<file path="src/rtl/loader_pkg.sv">
// Shared definitions for the instruction-memory loader: default sizes,
// stream framing constants and the loader FSM state encoding.
package loader_pkg;

  localparam int WORD_SIZE_DEF = 8;
  localparam int ADDR_SIZE_DEF = 8;
  // Each instruction arrives as this many stream bytes, high byte first.
  localparam int INST_BYTES    = 2;

  typedef enum logic [2:0] {
    ST_LEN,
    ST_HI,
    ST_LO,
    ST_WRITE,
    ST_CHK,
    ST_DONE,
    ST_ERR
  } state_e;

endpackage

</file>
<file path="src/rtl/prog_checksum.sv">
// Running XOR of the instruction bytes of one load; clear wins over enable.
module prog_checksum #(
  parameter int WORD_SIZE = loader_pkg::WORD_SIZE_DEF
) (
  input  logic                 clk,
  input  logic                 rst_n,
  input  logic                 clr,
  input  logic                 en,
  input  logic [WORD_SIZE-1:0] byte_in,
  output logic [WORD_SIZE-1:0] sum
);

  logic [WORD_SIZE-1:0] sum_q, sum_d;

  always_comb begin
    sum_d = sum_q;
    if (clr)     sum_d = '0;
    else if (en) sum_d = sum_q ^ byte_in;
  end

  always_ff @(posedge clk or negedge rst_n) begin
    if (!rst_n) sum_q <= '0;
    else        sum_q <= sum_d;
  end

  assign sum = sum_q;

endmodule

</file>
<file path="src/rtl/prog_loader.sv">
// Fills instruction memory from a checksummed byte stream and holds the CPU
// in reset until a load has completed with a matching checksum.
module prog_loader
  import loader_pkg::*;
#(
  parameter int WORD_SIZE = WORD_SIZE_DEF,
  parameter int ADDR_SIZE = ADDR_SIZE_DEF
) (
  input  logic                            clk,
  input  logic                            rst_n,
  input  logic [WORD_SIZE-1:0]            byte_in,
  input  logic                            byte_valid,
  output logic                            byte_ready,
  input  logic                            start,
  output logic [INST_BYTES*WORD_SIZE-1:0] mem_data,
  output logic [ADDR_SIZE-1:0]            mem_addr,
  output logic                            mem_en_write,
  output logic                            cpu_rst,
  output logic                            done,
  output logic                            error,
  output logic [ADDR_SIZE-1:0]            count
);

  state_e                          state_q, state_d;
  logic [ADDR_SIZE-1:0]            addr_q, addr_d;
  logic [ADDR_SIZE-1:0]            count_q, count_d;
  logic [WORD_SIZE-1:0]            rem_q, rem_d;
  logic [WORD_SIZE-1:0]            hi_q, hi_d;
  logic [INST_BYTES*WORD_SIZE-1:0] data_q, data_d;
  logic                            wen_q, wen_d;
  logic                            done_q, done_d;
  logic                            error_q, error_d;
  logic                            cpu_rst_q, cpu_rst_d;
  logic                            chk_clr, chk_en;
  logic [WORD_SIZE-1:0]            chk_sum;
  logic                            accept;

  prog_checksum #(.WORD_SIZE(WORD_SIZE)) u_checksum (
    .clk     (clk),
    .rst_n   (rst_n),
    .clr     (chk_clr),
    .en      (chk_en),
    .byte_in (byte_in),
    .sum     (chk_sum)
  );

  // Ready is a pure state decode so it never loops back through byte_valid.
  assign byte_ready = (state_q == ST_LEN) || (state_q == ST_HI) ||
                      (state_q == ST_LO)  || (state_q == ST_CHK);
  assign accept     = byte_valid && byte_ready;

  always_comb begin
    state_d = state_q;
    addr_d  = addr_q;
    count_d = count_q;
    rem_d   = rem_q;
    hi_d    = hi_q;
    data_d  = data_q;
    wen_d   = 1'b0;
    chk_clr = 1'b0;
    chk_en  = 1'b0;
    unique case (state_q)
      ST_LEN: if (accept) begin
        rem_d   = byte_in;
        addr_d  = '0;
        count_d = '0;
        chk_clr = 1'b1;
        state_d = (byte_in == '0) ? ST_CHK : ST_HI;
      end
      ST_HI: if (accept) begin
        hi_d    = byte_in;
        chk_en  = 1'b1;
        state_d = ST_LO;
      end
      // Write strobe, address and data are all launched here so they are
      // registered and stable for the entire WRITE cycle.
      ST_LO: if (accept) begin
        data_d  = {hi_q, byte_in};
        chk_en  = 1'b1;
        wen_d   = 1'b1;
        state_d = ST_WRITE;
      end
      ST_WRITE: begin
        addr_d  = addr_q + ADDR_SIZE'(1);
        count_d = count_q + ADDR_SIZE'(1);
        rem_d   = rem_q - WORD_SIZE'(1);
        state_d = (rem_q == WORD_SIZE'(1)) ? ST_CHK : ST_HI;
      end
      ST_CHK: if (accept) begin
        state_d = (byte_in == chk_sum) ? ST_DONE : ST_ERR;
      end
      ST_DONE, ST_ERR: if (start) state_d = ST_LEN;
      default: state_d = ST_LEN;
    endcase
    done_d    = (state_d == ST_DONE);
    error_d   = (state_d == ST_ERR);
    cpu_rst_d = (state_d != ST_DONE);
  end

  always_ff @(posedge clk or negedge rst_n) begin
    if (!rst_n) begin
      state_q   <= ST_LEN;
      addr_q    <= '0;
      count_q   <= '0;
      rem_q     <= '0;
      hi_q      <= '0;
      data_q    <= '0;
      wen_q     <= 1'b0;
      done_q    <= 1'b0;
      error_q   <= 1'b0;
      cpu_rst_q <= 1'b1;
    end else begin
      state_q   <= state_d;
      addr_q    <= addr_d;
      count_q   <= count_d;
      rem_q     <= rem_d;
      hi_q      <= hi_d;
      data_q    <= data_d;
      wen_q     <= wen_d;
      done_q    <= done_d;
      error_q   <= error_d;
      cpu_rst_q <= cpu_rst_d;
    end
  end

  assign mem_data     = data_q;
  assign mem_addr     = addr_q;
  assign mem_en_write = wen_q;
  assign done         = done_q;
  assign error        = error_q;
  assign cpu_rst      = cpu_rst_q;
  assign count        = count_q;

endmodule

</file>
<file path="config.mk">
export PLATFORM = sky130hd
export DESIGN_NAME = prog_loader
export DESIGN_NICKNAME = d
export VERILOG_FILES = /design/src/rtl/loader_pkg.sv /design/src/rtl/prog_checksum.sv /design/src/rtl/prog_loader.sv
export SDC_FILE = /design/constraint.sdc
export NUM_CORES = 1
export LEC_CHECK = 0
export ABC_AREA = 1
export BUFFER_PORTS_ARGS = -buffer_cell sky130_fd_sc_hd__buf_2
export CORE_UTILIZATION = 40
export DETAILED_ROUTE_END_ITERATION = 8
export GPL_ROUTABILITY_DRIVEN = 0
export PLACE_DENSITY = 0.71
export RECOVER_POWER = 25
export SLEW_MARGIN = 20
export SYNTH_ARGS = -nofsm -noshare
export SYNTH_HDL_FRONTEND = slang
export SYNTH_SLANG_ARGS = --single-unit
export TNS_END_PERCENT = 10
</file>
<file path="constraint.sdc">
create_clock -name clk -period 3.3 [get_ports clk]
set_input_delay 0.825 -clock clk [delete_from_list [all_inputs] [get_ports clk]]
set_output_delay 0.825 -clock clk [all_outputs]
set_load 0.1 [all_outputs]
</file>
Word-level counts from Yosys, hierarchy flattened. Cells that the tools add are included.

Mux-type cells: 20. Reduce and logical (&&, ||, !) cells: 13. Add/subtract/negate cells: 3. Bitwise logic cells: 1. Eq/ne operators: 12.

Operators by type and width (number): case mux 8 bit (2 select lines) (3); 2-to-1 mux 8 bit (4); 2-to-1 mux 3 bit (7); case mux 3 bit (6 select lines) (1); adder 8 x 1 -> 8 bit (second input constant) (2); == test 3 bit (second input constant) (5); == test 8 x 1 -> 1 bit (second input constant) (1); == test 8 bit (1); zero test 8 bit (1); subtractor 8 x 1 -> 8 bit (second input constant) (1); XOR 8 bit (1); == test 3 x 2 -> 1 bit (second input constant) (2); AND reduction 2 bit (3); 2-to-1 mux 1 bit (4); nonzero test 2 bit (2); OR reduction 2 bit (2); == test 3 x 1 -> 1 bit (second input constant) (1); zero test 3 bit (1); logical OR 1 bit (3); != test 3 bit (second input constant) (1); 2-to-1 mux 2 bit (1); != test 2 bit (second input constant) (1); logical AND 1 bit (1).

Bits of input ports: 12. Logic and storage cells: 60. Register bits after elaboration: 63. Output and inout port bits: 37.

Depth between registers and ports, before layout.
Word-level depth: 9. Mapped depth: 11. Mapped depth without buffers: 11.

By module. From an unflattened synthesis, not the netlist that was laid out.

Cells, all modules: 379. Area, all modules: 3143.0 µm².

Modules (own cells, without submodules): prog_loader (sequential area each 1377.6 µm², area each 2761.4 µm², times used 1, cells an instance 336); prog_checksum (sequential area each 200.2 µm², area each 381.6 µm², times used 1, cells an instance 43).

Worst setup path before layout. Ideal clock, no wire load.

Kind: flip-flop to output port. Start point: register state_q[2]. End point: output byte_ready. Setup slack: 1193 ps. Arrival: 1282 ps. Data required time: 2475 ps. Buffers on the path: 0. Stages on the path, launching flop included: 4. Path through: dfrtp_1 inv_4 nand2_4 nand2_1.

Cells in the longest elaborated chain, start to end: 4. Elaborated cells on any way between the ends: 7. Classes of those cells: 3 x eq/ne; 4 x reduce/logical.

RTL lines: start: declaration (RTL line prog_loader.sv:24) `state_e state_q, state_d;`; start signal: assignment (RTL line prog_loader.sv:113) `state_q <= state_d;`; == test 3 x 1 -> 1 bit / zero test 3 bit (equally long branches) (RTL line prog_loader.sv:48) `assign byte_ready = (state_q == ST_LEN) || (state_q == ST_HI) ||`; logical OR 1 bit (2 in series) (RTL line prog_loader.sv:48); logical OR 1 bit * (RTL line prog_loader.sv:49) `(state_q == ST_LO) || (state_q == ST_CHK);`; end: declaration (RTL line prog_loader.sv:13) `output logic byte_ready,`.

Every way passes the cells marked *; elsewhere a longest branch is shown, timed or not.

Final worst setup path. Same ends and word-level chain as after synthesis.

==> impl_metrics.json <==
{
  "rows": 31,
  "synth_flop_cell": "sky130_fd_sc_hd__dfrtp_1",
  "startpoint_type": "register",
  "synth.yosys.seq_area_share_pct": 50.38,
  "drv_cap": 1,
  "grt_overflow_total": 0,
  "critical_path_arrival_ns": 1.52,
  "clock_latency_ns": 0.35,
  "drc_errors": 0,
  "tritoncts_clock_tree": "yes",
  "global_route.usage.total_pct": 17.08,
  "highest-signal-layer": "met4",
  "timing.setup.tns_ns": 0,
  "top_level_ports": 49,
  "hold_path_class": "reg -> reg",
  "grt_setup_unrepaired": "false",
  "clock_sink_count": 63,
  "ys_async_sr_fraction_pct": 100.0,
  "maximum_frequency_from_static_timing_analysis_mhz": 426.4,
  "num_antenna_cells": 0,
  "core-area_sq_um": 7408,
  "grt_antenna_before_repair": 0,
  "dieWidth_microns": 90.49,
  "routedWlPerCell_microns": 12.65,
  "tightestPinTransition_ns": 1.732,
  "clock_skew_ns": 0.01074,
  "port-buffer-count": 48,
  "drt-initial-drc-count": 124,
  "drtAntennaViolNets": 0,
  "min_period_ns": 2.345,
  "n_fill_cell": 724,
  "cts_buffer_count": 9,
  "endpoint_kind": "output port",
  "routed_via_density": 4.935,
  "most_frequent_cell_after_synthesis": "sky130_fd_sc_hd__nand2_1",
  "ys_top_cells_by_count": "sky130_fd_sc_hd__nand2_1 (99), sky130_fd_sc_hd__dfrtp_1 (62), sky130_fd_sc_hd__inv_1 (51)",
  "synth_top_area_share_pct": 49.54,
  "setup_violations": 0,
  "hold_violations": 0,
  "post_detailed_routing_wire_length_microns": 6626,
  "dieHeight_microns": 90.49,
  "max_slew_violation_count": 31,
  "failed_checks": "capacitance limit, slew limit",
  "wirelength_met1_microns": 3056,
  "postSynthNetCount": 384,
  "dp.final_hpwl_microns": 4693,
  "clkSlewWorstSetupHoldPaths_ns": 0.08,
  "drtPass1Iterations": 4,
  "first_global_vias": 2443,
  "post_synth_main_area_contributors": "sky130_fd_sc_hd__dfrtp_1 (50%), sky130_fd_sc_hd__nand2_1 (12%), sky130_fd_sc_hd__inv_1 (6.1%)",
  "design.final.nets": 436,
  "grt_pass1_wl_microns": 11200,
  "routed-via-count": 2586,
  "syn_avg_cell_area_sq_um": 8.510,
  "post-cts-setup-buffer-count": 0,
  "final.period_utilization_pct": 71.07,
  "synth_enable_flop_cells": 0,
  "fraction_of_layout_instances_using_a_drive_strength_above_1_pct": 23.76,
  "critPathRequiredTime_ns": 2.47,
  "yosys_register_bits": 63,
  "routed-wl-met2_microns": 3230,
  "post-synth-top-area-cell": "sky130_fd_sc_hd__dfrtp_1",
  "flow.area_growth_from_synthesis_pct": 16.34,
  "clk_root_buffer_cell": "sky130_fd_sc_hd__clkbuf_8",
  "post_synth_instance_area_sq_um": 3132,
  "cts.repair.resized": 0,
  "crit_type": "reg -> out",
  "cts-htree-levels": 3,
  "initial_standard_cell_utilization_of_the_core_pct": 42.27,
  "netlist-cell-type-count": 35,
  "yosys_warnings": 0,
  "ctsHoldBuffers": 0,
  "die_footprint_sq_um": 8188,
  "result_of_the_run": "complete, but fails checks",
  "critical_path_peak_fanout": 6,
  "slew_headroom_pct": -15.46,
  "netlist_instances": 368,
  "grt_max_degree": 34,
  "clk_path_buf_depth": 2,
  "detailroute.wirelength.met3_microns": 217
}
routing by layer:
metal / vias up / GRT usage (%)
met5: - / 0
li1: 1292 / -
met1: 1237 / 21.85
met3: 10 / 3.956
met2: 47 / 27.71
met4: 0 / 7.124
layout by cell type, fill, tap and decap left out, drive strengths merged:
cell type,count
or2,1
clkinv,3
o21ai,41
a221oi,1
o2111ai,1
a22o,2
nor3,1
clkbuf,11
buf,48
a21oi,6
o31ai,3
nor2,32
ha,4
nand3,16
dfrtp,62
clkinvlp,3
bufinv,1
o22ai,9
nand4,8
nand2,107
o221ai,3
o21bai,1
inv,58
o211ai,2
dfstp,1
worst max-delay path, cell delays in order (launching register included):
cell,delay (ns)
sky130_fd_sc_hd__dfrtp_1,0.47
sky130_fd_sc_hd__inv_4,0.14
sky130_fd_sc_hd__nand2_4,0.08
sky130_fd_sc_hd__nand2_1,0.06
sky130_fd_sc_hd__buf_2,0.42
path summary, 6_finish.rpt:
path / from / end / slack [ns] / cells after the start
setup / recovery: state_q[2] / byte_ready / 0.95 / 4
setup reg to reg: state_q[2] / state_q[0] / 1.59 / 7
max in group asynchronous: rst_n / count[2] / 1.36 / 1
hold reg to reg: mem_data[14] / mem_data[14] / 0.48 / 2
min in group asynchronous: rst_n / hi_q[6] / 0.92 / 1
hold / removal: mem_data[14] / mem_data[14] / 0.48 / 2
logic make-up after synthesis:
kind of cell,synth area share [%]
and+or+nand+nor,23.89
AOI/OAI and AO/OA,14.46
adders and majority gates,1.598
buffers and inverters,9.668
DFF,50.38
flip-flops by register name, summed over array words and instances, names as in the netlist:
register	cells
mem_addr	8
u_checksum.sum	8
cpu_rst	1
mem_en_write	1
rem_q	8
done	1
hi_q	8
state_q	3
error	1
count	8
mem_data	16
cell type report:
type / count / area (sq um) / area share, %
Multi-Input combinational cell: 238 / 1249 / 34.27
Tap cell: 99 / 123.9 / 3.400
Clock inverter: 6 / 70.07 / 1.923
Clock buffer: 10 / 137.6 / 3.777
Sequential cell: 63 / 1578 / 43.30
Timing Repair Buffer: 49 / 259.0 / 7.109
Inverter: 59 / 226.5 / 6.216
through the flow:
stage / hold WS [ns] / instances / worst slack, ns / instance area [sq um] / utilization, %
2_1_floorplan: 0.4834 / 368 / 1.193 / 3132 / -
3_3_place_gp: 0.4622 / 508 / 1.120 / 3440 / 46.43
3_5_place_dp: 0.4690 / 508 / 1.083 / 3440 / 46.43
4_1_cts: 0.4865 / 524 / 0.9503 / 3647 / 49.23
5_1_grt: 0.5084 / 524 / 0.8864 / 3643 / 49.18
6_report: 0.4800 / 524 / 0.9547 / 3643 / 49.18
Power is not shown: default switching activity piles up to over one toggle a cycle in this logic, so the estimate is an artifact.
